File: config.mk
export PLATFORM = sky130hd
export DESIGN_NAME = store_buffer
export DESIGN_NICKNAME = d
export VERILOG_FILES = /design/src/rtl/store_buffer.sv
export SDC_FILE = /design/constraint.sdc
export NUM_CORES = 1
export LEC_CHECK = 0
export ABC_AREA = 1
export CAP_MARGIN = 20
export CELL_PAD_IN_SITES_DETAIL_PLACEMENT = 1
export CELL_PAD_IN_SITES_GLOBAL_PLACEMENT = 1
export CORE_MARGIN = 2
export CORE_UTILIZATION = 41
export DETAILED_ROUTE_END_ITERATION = 12
export PLACE_DENSITY_LB_ADDON = 0.1
export SYNTH_ARGS = -nofsm -noshare
export SYNTH_HDL_FRONTEND = slang
export SYNTH_SLANG_ARGS = --single-unit
File: constraint.sdc
create_clock -name clk -period 2.6 [get_ports clk]
set_input_delay 0.52 -clock clk [delete_from_list [all_inputs] [get_ports clk]]
set_output_delay 0.52 -clock clk [all_outputs]
set_load 0.01 [all_outputs]
File: src/rtl/store_buffer.sv
// store_buffer: in-order write buffer between the MEM stage and the data
// memory. Stores are queued and drained one per cycle whenever no load is
// using the memory port. Loads read the youngest matching queued store,
// falling back to memory read data when nothing matches.
module store_buffer #(
  parameter int DEPTH = 4
) (
  input  logic                    clk,
  input  logic                    rst,
  input  logic                    st_valid,
  input  logic [7:0]              st_addr,
  input  logic [7:0]              st_data,
  input  logic                    ld_valid,
  input  logic [7:0]              ld_addr,
  output logic [7:0]              ld_data,
  output logic                    stall,
  output logic                    mem_writeEn,
  output logic [7:0]              mem_address,
  output logic [7:0]              mem_writeData,
  input  logic [7:0]              mem_readData,
  output logic [$clog2(DEPTH):0]  count,
  output logic                    full,
  output logic                    empty
);

  localparam int PW = $clog2(DEPTH);
  localparam int CW = PW + 1;

  // Entry storage: it is never reset, so stale contents stay behind after a
  // reset. Only the pointers and the count decide which slots are live.
  logic [7:0]    r_addr [DEPTH];
  logic [7:0]    r_data [DEPTH];
  logic [PW-1:0] r_head;
  logic [PW-1:0] r_tail;
  logic [CW-1:0] r_count;

  logic w_full;
  logic w_empty;
  logic w_enq;
  logic w_drain;

  // Status comes only from registered state, so inputs cannot glitch it.
  // A drain in the same cycle does not free a slot for the incoming store.
  assign w_full  = (r_count == CW'(DEPTH));
  assign w_empty = (r_count == '0);
  assign w_enq   = st_valid && !w_full;
  assign w_drain = !w_empty && !ld_valid;

  assign full  = w_full;
  assign empty = w_empty;
  assign count = r_count;
  assign stall = st_valid && w_full;

  // Pointer and occupancy update. Enqueue and drain in the same cycle move
  // both pointers and leave the count unchanged.
  always_ff @(posedge clk or posedge rst) begin
    if (rst) begin
      r_head  <= '0;
      r_tail  <= '0;
      r_count <= '0;
    end else begin
      if (w_enq) begin
        r_tail <= r_tail + PW'(1);
      end
      if (w_drain) begin
        r_head <= r_head + PW'(1);
      end
      case ({w_enq, w_drain})
        2'b10:   r_count <= r_count + CW'(1);
        2'b01:   r_count <= r_count - CW'(1);
        default: r_count <= r_count;
      endcase
    end
  end

  // Write the accepted store into the tail slot.
  always_ff @(posedge clk) begin
    if (w_enq) begin
      r_addr[r_tail] <= st_addr;
      r_data[r_tail] <= st_data;
    end
  end

  // Memory port: a load owns the port; otherwise the head entry drains;
  // when idle the address follows ld_addr and the write data is zero.
  always_comb begin
    mem_writeEn   = 1'b0;
    mem_address   = ld_addr;
    mem_writeData = 8'h00;
    if (w_drain) begin
      mem_writeEn   = 1'b1;
      mem_address   = r_addr[r_head];
      mem_writeData = r_data[r_head];
    end
  end

  // Load forwarding: walk the live entries from oldest to youngest so the
  // last hit (the youngest store to that address) wins. A store arriving in
  // this same cycle is not in the buffer yet and therefore never forwards.
  always_comb begin
    ld_data = mem_readData;
    for (int k = 0; k < DEPTH; k++) begin
      if ((CW'(k) < r_count) && (r_addr[r_head + PW'(k)] == ld_addr)) begin
        ld_data = r_data[r_head + PW'(k)];
      end
    end
  end

endmodule

==> impl_metrics.toml, run 1 <==
[grt]
grt_max_degree = 33
grt_pass1_vias = 5563
grt.total_usage_pct = 29.01
grt-ovfl-total = 0
grt_pass1_wl_mm = 29.54
antenna_found_initial = 0

[synthesis]
yosys_warnings = 0
syn_area_mm2 = 0.005144
syn_nets = 752
ys_seq_area_share_pct = 40.77
syn-instance-count = 707
synth.avg_cell_area_um2 = 7.275
synth-seq-cells = 71
synth_cell_types = 32

[timing]
worstMarginPinSlew_ns = 0.5497
layout_setup_ws_ns = -0.5169
post-route-period-util_pct = 119.9
slew_headroom_pct = 62.97
setup_viol = 15
hold_viol = 0
rsz0062_at_grt = "yes"
skew_ns = 0.009508
maxSlewViolCount = 0
max_freq_mhz = 320.8
period_needed_ns = 3.117
whs_ns = 0.4447

[clock_network]
cts_max_level = 3
path_clk_slew_ns = 0.06
cts_buffer_depth = 2
cts.root.buffer_cell = "clkbuf_16"
cts.sinks = 71
cts_hold_buf = 0
clock_latency_ns = 0.34
cts_tree = "built"
cts_buffers = 9

[power]
leakagePower_nw = 3.452
ir_worst_vdd_mv = 0.8710
p_per_area_mw_per_mm2 = 1323
report.power.total_mw = 9.907

[routing]
vias_per_cell = 5.475
drc = 0
firstDrtPassIters = 6
vias = 5584
wl_per_cell_um = 21.43
drtIter0Drc = 610
detail-route-antenna-nets = 0
wl_mm = 21.86

[worst_setup_path]
reg2reg_slack_ns = 0.40
cp.buffers_inverters = 5
path_class = "reg -> out"
crit_arrival_ns = 2.60
path_max_fanout = 9
slowest_stage = "dfrtp_2"
cp_num_cells = 14
regToRegStartpoint = "count[0]$_DFFE_PP0P_"
cp-end-kind = "output port"
critPathCapture = "ld_data[1]"
required_ns = 2.08
cp-start-kind = "flip-flop"
crit_path_frequent_cell = "nand2_1"
startpoint = "r_head[0]$_DFFE_PP0P_"
r2r-end = "count[2]$_DFFE_PP0P_"
path_cells = "clkinv_4 > buf_8 > o21ai_1 > nand2_1 > o21ai_1 > o22ai_1 > a21oi_2 > nand3_4 > buf_6 > nand2_2 > inv_1 > nand2_1 > nand2_1 > buf_2"
r2r_cells = 12
worst_path_largest_cell_delay_ns = 0.43
path_delay_family = "compound AO/OA/AOI/OAI gates"

[place]
io_buffers = 66
routabilityCongestion = 0.8962
place_inst = 978
dp_hpwl_mm = 12.62

[finish]
area_delta_synth_final_pct = 45.61
instances_no_fill = 1020
nFillCells = 1476
n_antenna_cell = 0
drive_above_1_share_pct = 27.58
finalNetCount = 892

[job]
maxCapViolCount = 0

[outcome]
violations = "negative setup slack"
status = "finished with violations"

[die]
die_area_mm2 = 0.01346
core_mm2 = 0.01211
pin_count = 67
die_h_um = 116.0
die_w_um = 116.0
num_rows = 40
initial_core_util_pct = 42.47

[hold_path]
hold_class = "in -> async"
[cell usage after synthesis]
cell      number  area [um^2]
nand3b_1       1        7.510
or2_1          1        6.260
dfrtp_1        7        175.2
nor2_1        29        108.9
a21oi_1        4        20.02
inv_2          4        15.01
nand3_4        2        35.03
o22ai_1        1        6.260
nand3_1       69        345.3
o211ai_1       4        30.03
edfxtp_1      64         1922
nor3b_2        1        12.51
buf_4          5        37.54
nor2_4         3        33.78
ha_1           9        112.6
buf_2          6        30.03
clkbuf_1      11        41.29
o21ai_1       16        80.08
o21ai_0       68        340.3
clkinv_1       1        3.750
buf_6          8        90.09
nand2_1      274         1028
xor2_1        13        113.9
nand4_1        1        6.260
xnor2_1        2        17.52
mux2i_1       14        140.1
inv_1         74        277.8
or2_2          2        12.51
nor2_2         3        18.77
nand2_2        4        25.02
nand3_2        4        40.04
clkinv_2       2        10.01
[power breakdown]
group	internal, mW	switching [mW]	leakage, nW
sequential	1.53	0.192	0.666
clock	0.738	0.499	0.132
combinational	2.89	4.05	2.65
total	5.17	4.74	3.45
[metrics by stage]
step / TNS (ns) / utilization (%) / setup WS, ns / cell area (um^2)
after floorplan: 0 / - / 0.1741 / 5144
after global placement: -4.839 / 52.70 / -0.5245 / 6382
after detailed placement: -5.777 / 52.70 / -0.6035 / 6382
after CTS: -3.704 / 59.29 / -0.4166 / 7181
after global routing: -6.303 / 61.84 / -0.6101 / 7490
final: -4.834 / 61.84 / -0.5169 / 7490
[area by class of cell]
class                           count  area [um^2]  area share (%)
Multi-Input combinational cell    525         2954           39.44
Sequential cell                    71         2100           28.03
Clock inverter                      6        61.31          0.8186
Timing Repair Buffer              159         1624           21.68
Clock buffer                       10        229.0           3.057
Tap cell                          168        210.2           2.807
Inverter                           81        311.5           4.160
[routing by layer]
| layer | wire [um] | track usage [%] | share of wire [%] |
|---|---|---|---|
| met2 | 10530 | 48.46 | 48 |
| met3 | 1556 | 4.289 | 7.1 |
| met5 | 0 | 0 | 0 |
| met1 | 9380 | 39.50 | 43 |
| met4 | 387 | 7.937 | 1.8 |
[worst min-delay path by stage]
stage	from	endpoint	slack (ns)
3_3_place_gp	r_tail[1]$_DFFE_PP0P_	r_tail[1]$_DFFE_PP0P_	0.57
5_1_grt	rst	r_tail[1]$_DFFE_PP0P_	0.48
6_report	rst	r_tail[1]$_DFFE_PP0P_	0.44
4_1_cts	rst	count[1]$_DFFE_PP0P_	0.43
2_1_floorplan	rst	count[0]$_DFFE_PP0P_	0.32
3_5_place_dp	count[1]$_DFFE_PP0P_	count[1]$_DFFE_PP0P_	0.59
[cell usage in the layout (no fill, tap or decap), types with 8 or more instances in the layout]
cell,synthesis,routed
buf_12,0,13
buf_2,6,15
buf_4,5,64
clkbuf_16,0,13
clkdlybuf4s50_1,0,41
dlygate4sd2_1,0,8
edfxtp_1,64,64
ha_1,9,8
inv_1,74,71
mux2i_1,14,9
nand2_1,274,244
nand2_2,4,29
nand3_1,69,51
nand3_2,4,19
nor2_1,29,23
nor2_2,3,8
o21ai_0,68,45
o21ai_1,16,19
o21ai_2,0,15
xor2_1,13,13
[cell families after synthesis]
kind of cell / Yosys count / share of synthesized area, %
flip-flops: 71 / 40.77
AO/OA/AOI/OAI: 93 / 9.268
XOR/XNOR: 15 / 2.554
AND/OR/NAND/NOR: 394 / 32.67
multiplexers: 14 / 2.724
buffers and inverters: 111 / 9.827
adder cells (fa/ha/maj): 9 / 2.189
[timing repair]
| item | CTS | global route |
|---|---|---|
| pin swaps | 41 | 24 |
| buffers inserted | 10 | 13 |
| gates resized for setup | 174 | 60 |
| cloned | 4 | 4 |
| setup endpoints to repair | 25 | 24 |
[sequential cells by signal, indices dropped and copies added, names as in the netlist]
name	cells
r_addr	32
r_data	32
count	3
r_head	2
r_tail	2
Note: power is estimated with default switching activity, not from simulation.
==> run 2: changes to the inputs <==
--- a/config.mk
+++ b/config.mk
@@ -6,13 +6,14 @@
 export NUM_CORES = 1
 export LEC_CHECK = 0
 export ABC_AREA = 1
-export CAP_MARGIN = 20
+export CAP_MARGIN = 15
 export CELL_PAD_IN_SITES_DETAIL_PLACEMENT = 1
 export CELL_PAD_IN_SITES_GLOBAL_PLACEMENT = 1
 export CORE_MARGIN = 2
 export CORE_UTILIZATION = 41
 export DETAILED_ROUTE_END_ITERATION = 12
 export PLACE_DENSITY_LB_ADDON = 0.1
+export SETUP_SLACK_MARGIN = 0.5
 export SYNTH_ARGS = -nofsm -noshare
 export SYNTH_HDL_FRONTEND = slang
 export SYNTH_SLANG_ARGS = --single-unit
==> run 2 against run 1 <==
  * Final cell count is 2.0% higher
  * Clock skew hardly changed
  * Critical endpoint is now ld_data[4]
  * Largest power group unchanged
  * The run still ends with negative setup slack left
  * Via count is 2.9% higher
==> impl_metrics.toml, run 2 (synthesis gave the netlist of run 1 again) <==
[clock_network]
cts_max_level = 3
cts_tree = "built"
clock_latency_ns = 0.34
cts_hold_buf = 0
cts_buffer_depth = 2
cts.sinks = 71
cts.root.buffer_cell = "clkbuf_16"
path_clk_slew_ns = 0.06
cts_buffers = 9

[timing]
post-route-period-util_pct = 123.1
period_needed_ns = 3.200
slew_headroom_pct = 57.69
rsz0062_at_grt = "yes"
worstMarginPinSlew_ns = 0.6280
maxSlewViolCount = 0
layout_setup_ws_ns = -0.6002
setup_viol = 12
fin_tns_setup_ns = -4.862
max_freq_mhz = 312.5
hold_viol = 0
skew_ns = 0.009723
whs_ns = 0.4447

[finish]
n_antenna_cell = 0
drive_above_1_share_pct = 32.11
nFillCells = 1456
multi_input_area_mm2 = 0.003008
area_delta_synth_final_pct = 50.06
final_common_cell = "nand2_1"
finalNetCount = 912
layout_common_cells = "235 x nand2_1, 75 x buf_4, 70 x inv_1"
instances_no_fill = 1040
regArea_mm2 = 0.002100

[worst_setup_path]
r2r_cells = 14
cp-end-kind = "output port"
required_ns = 2.08
cp-start-kind = "flip-flop"
path_class = "reg -> out"
r2r-end = "count[2]$_DFFE_PP0P_"
crit_arrival_ns = 2.68
regToRegStartpoint = "count[0]$_DFFE_PP0P_"
path_max_fanout = 7
reg2reg_slack_ns = 0.55
startpoint = "r_head[0]$_DFFE_PP0P_"

[hold_path]
hold_class = "in -> async"

[die]
pin_count = 67
core_mm2 = 0.01211
die_w_um = 116.0
die_h_um = 116.0
initial_core_util_pct = 42.47
die_area_mm2 = 0.01346
num_rows = 40

[routing]
wl_per_cell_um = 21.85
firstDrtPassIters = 5
drtIter0Drc = 548
detail-route-antenna-nets = 0
vias_per_cell = 5.526
wl_mm = 22.73
drc = 0
vias = 5747

[place]
routabilityCongestion = 0.8820
io_buffers = 66
place_inst = 983
dp_hpwl_mm = 12.92

[grt]
grt_max_degree = 37
grt-ovfl-total = 0
grt_pass1_wl_mm = 32.77
grt.total_usage_pct = 32.48
grt_pass1_vias = 6007
antenna_found_initial = 0

[power]
ir_worst_vdd_mv = 0.7497
p_per_area_mw_per_mm2 = 1340
report.power.total_mw = 10.34
leakagePower_nw = 3.600

[outcome]
violations = "negative setup slack"
status = "finished with violations"

[job]
maxCapViolCount = 0
## run 2: how the worst max path moves through the flow
stage / to / slack [ns]
2_1_floorplan: ld_data[0] / 0.40
5_1_grt: ld_data[1] / -0.72
3_3_place_gp: ld_data[3] / -0.53
3_5_place_dp: ld_data[0] / -0.67
4_1_cts: ld_data[4] / -0.48
6_report: ld_data[4] / -0.60
## run 2: routing by layer
| layer | global-route usage [%] | share of wire, % | vias up |
|---|---|---|---|
| li1 | - | - | 2620 |
| met1 | 41.09 | 41 | 2781 |
| met4 | 10.00 | 2.9 | 0 |
| met2 | 55.87 | 49 | 284 |
| met5 | 0 | 0 | - |
| met3 | 6.904 | 7.4 | 62 |
## run 2: cell type report
type / instances / share of cell area (%)
Timing Repair inverter: 2 / 0.4215
Multi-Input combinational cell: 525 / 38.97
Inverter: 81 / 4.247
Tap cell: 168 / 2.723
Clock inverter: 4 / 0.9078
Timing Repair Buffer: 177 / 22.47
Clock buffer: 12 / 3.064
Sequential cell: 71 / 27.20
## run 2: repair_timing
| action | CTS | global route |
|---|---|---|
| endpoints found under the setup margin | 29 | 30 |
| gates resized for setup | 217 | 62 |
| cloned | 7 | 1 |
| setup buffers | 29 | 4 |
| pin swaps | 30 | 13 |
## run 2: critical path: stages (launching register included)
cell and delay (ns):
dfrtp_2 0.49, buf_6 0.16, buf_12 0.13, nand2_1 0.12
o21ai_1 0.14, o21ai_2 0.17, xor2_1 0.21, nand3b_1 0.15
nor2_4 0.17, buf_6 0.12, buf_4 0.10, nand2_1 0.04
nand2_1 0.06, inv_1 0.04, nand2_1 0.07, nand2_2 0.06
buf_6 0.12
## run 2: where the power goes
| group | switching [mW] | internal [mW] |
|---|---|---|
| Clock | 0.474 | 0.838 |
| Sequential | 0.210 | 1.53 |
| Combinational | 4.23 | 3.06 |
## run 2: through the flow
step | area, um^2 | setup WS, ns | utilization (%)
final | 7719 | -0.6002 | 63.73
after global routing | 7719 | -0.7157 | 63.73
after CTS | 7480 | -0.4786 | 61.76
after detailed placement | 6422 | -0.6743 | 53.03
after global placement | 6422 | -0.5266 | 53.03
after floorplan | 5213 | 0.3992 | -
==> patch (config.mk and constraints of run 1) <==
`DEPTH`: 4 -> 2.
--- a/src/rtl/store_buffer.sv
+++ b/src/rtl/store_buffer.sv
@@ -3,7 +3,7 @@
 // using the memory port. Loads read the youngest matching queued store,
 // falling back to memory read data when nothing matches.
 module store_buffer #(
-  parameter int DEPTH = 4
+  parameter int DEPTH = 2
 ) (
   input  logic                    clk,
   input  logic                    rst,
Interface: changed (resized count); port bits go from 67 to 66. The function was not compared with the original's and may differ.
==> patch against run 1 <==
- the run still ends with setup timing left
- final cell count is 53% lower
- routed wire length is 59% lower
- cell area is 52% lower
- utilization is 2.9 points higher
- power is 65% lower
- setup slack better by 0.32 ns
- clock power is 66% lower
- sequential cell count is 35 lower
- synthesized area is 54% lower
- critical path type unchanged
==> patch: results (changes against run 1) <==
{| class="wikitable"
! Metric !! Value
|-
| Post-Synthesis Net Count || 350 (was 752)
|-
| Least setup slack across all paths after layout || -0.1920 ns (was -0.5169 ns)
|-
| Met1 usage || 0.2953 (was 0.3950)
|-
| Cell at the root of the clock tree || sky130_fd_sc_hd__clkbuf_8 (was sky130_fd_sc_hd__clkbuf_16)
|-
| Number of cells on the worst reg-to-reg path || 8 (was 12)
|-
| Pre-CTS setup slack || -0.4274 ns (was -0.6035 ns)
|-
| Total placed cells including tap cells || 456 (was 978)
|-
| Number of design-rule violations left by the first detailed-router iteration || 131 (was 610)
|-
| Half-perimeter wire length after detailed placement || 5420 µm (was 12,620 µm)
|-
| Dominant cells by area after synthesis || sky130_fd_sc_hd__edfxtp_1 41%, sky130_fd_sc_hd__nand2_1 16%, sky130_fd_sc_hd__nand3_1 8.9% (was sky130_fd_sc_hd__edfxtp_1 37%, sky130_fd_sc_hd__nand2_1 20%, sky130_fd_sc_hd__nand3_1 6.7%)
|-
| Number of enable-type register cells in the synthesized netlist || 32 (was 64)
|-
| Synth Area in Compound Gates || 0.1158 (was 0.09268)
|-
| # setup viols final || 8 (was 15)
|-
| Share of cell area taken by muxes after synthesis || 0 (was 0.02724)
|-
| Distinct cell type count of the synthesized netlist || 25 (was 32)
|-
| TNS Setup || -1.130 ns (was -4.834 ns)
|-
| Post-CTS Resized || 76 (was 174)
|-
| H-tree lvl count || 2 (was 3)
|-
| Worst IR drop on VDD || 0.6104 mV (was 0.8710 mV)
|-
| Worst hold margin || 0.4235 ns (was 0.4447 ns)
|-
| Area share of xor/xnor cells in the synthesized design || 0.01487 (was 0.02554)
|-
| Buffers on Ports || 65 (was 66)
|-
| Final clock skew || 0.009039 ns (was 0.009508 ns)
|-
| Total iterations of the first detailed-routing run || 4 (was 6)
|-
| Cell area after placement || 0.003189 mm² (was 0.006382 mm²)
|-
| Top cells by instance count after synthesis || 100 x sky130_fd_sc_hd__nand2_1, 42 x sky130_fd_sc_hd__nand3_1, 41 x sky130_fd_sc_hd__inv_1 (was 274 x sky130_fd_sc_hd__nand2_1, 74 x sky130_fd_sc_hd__inv_1, 69 x sky130_fd_sc_hd__nand3_1)
|-
| Outcome || finished with violations (unchanged)
|-
| Met1 Routed Length || 3477 µm (was 9380 µm)
|-
| Violated checks || setup timing (unchanged)
|-
| Global-route usage over all layers || 0.2538 (was 0.2901)
|-
| Slowest Stage Delay on Critical Path || 0.51 ns (was 0.43 ns)
|-
| Met2 routed WL || 4906 µm (was 10,530 µm)
|-
| Ratio of cells with drive above 1 in the final layout || 0.2450 (was 0.2758)
|}
[patch: changes by cell type in the layout (fill, tap and decap cells not counted), sizes merged, moves of 11 or more]
cell and delta:
buf -65, dlygate4sd2 +15, edfxtp -32, inv -35
mux2i -14, nand2 -178, nand3 -31, nor2 -16
o21ai -52, xor2 -11
[patch: cell type report]
class                   instances  area [µm²]
repair buffers                 97       919.6
inverters                      43       165.2
multi-input cells             220        1259
well taps                      72       90.09
fillers                       665        1954
flip-flops and latches         36        1062
clock buffers                   8       90.09
[patch: power by group]
group          internal, mW  total, mW  switching [mW]
sequential            0.804      0.907           0.103
clock                 0.217      0.426           0.210
combinational         0.878       2.15            1.27
total                  1.90       3.48            1.58
[patch: worst max-delay path by stage]
stage | start | endpoint
finish | r_head | ld_data[6]
global route | r_head | ld_data[6]
CTS | r_head | ld_data[3]
detailed placement | ld_addr[4] | ld_data[3]
global placement | ld_addr[2] | ld_data[3]
floorplan | r_head | ld_data[0]
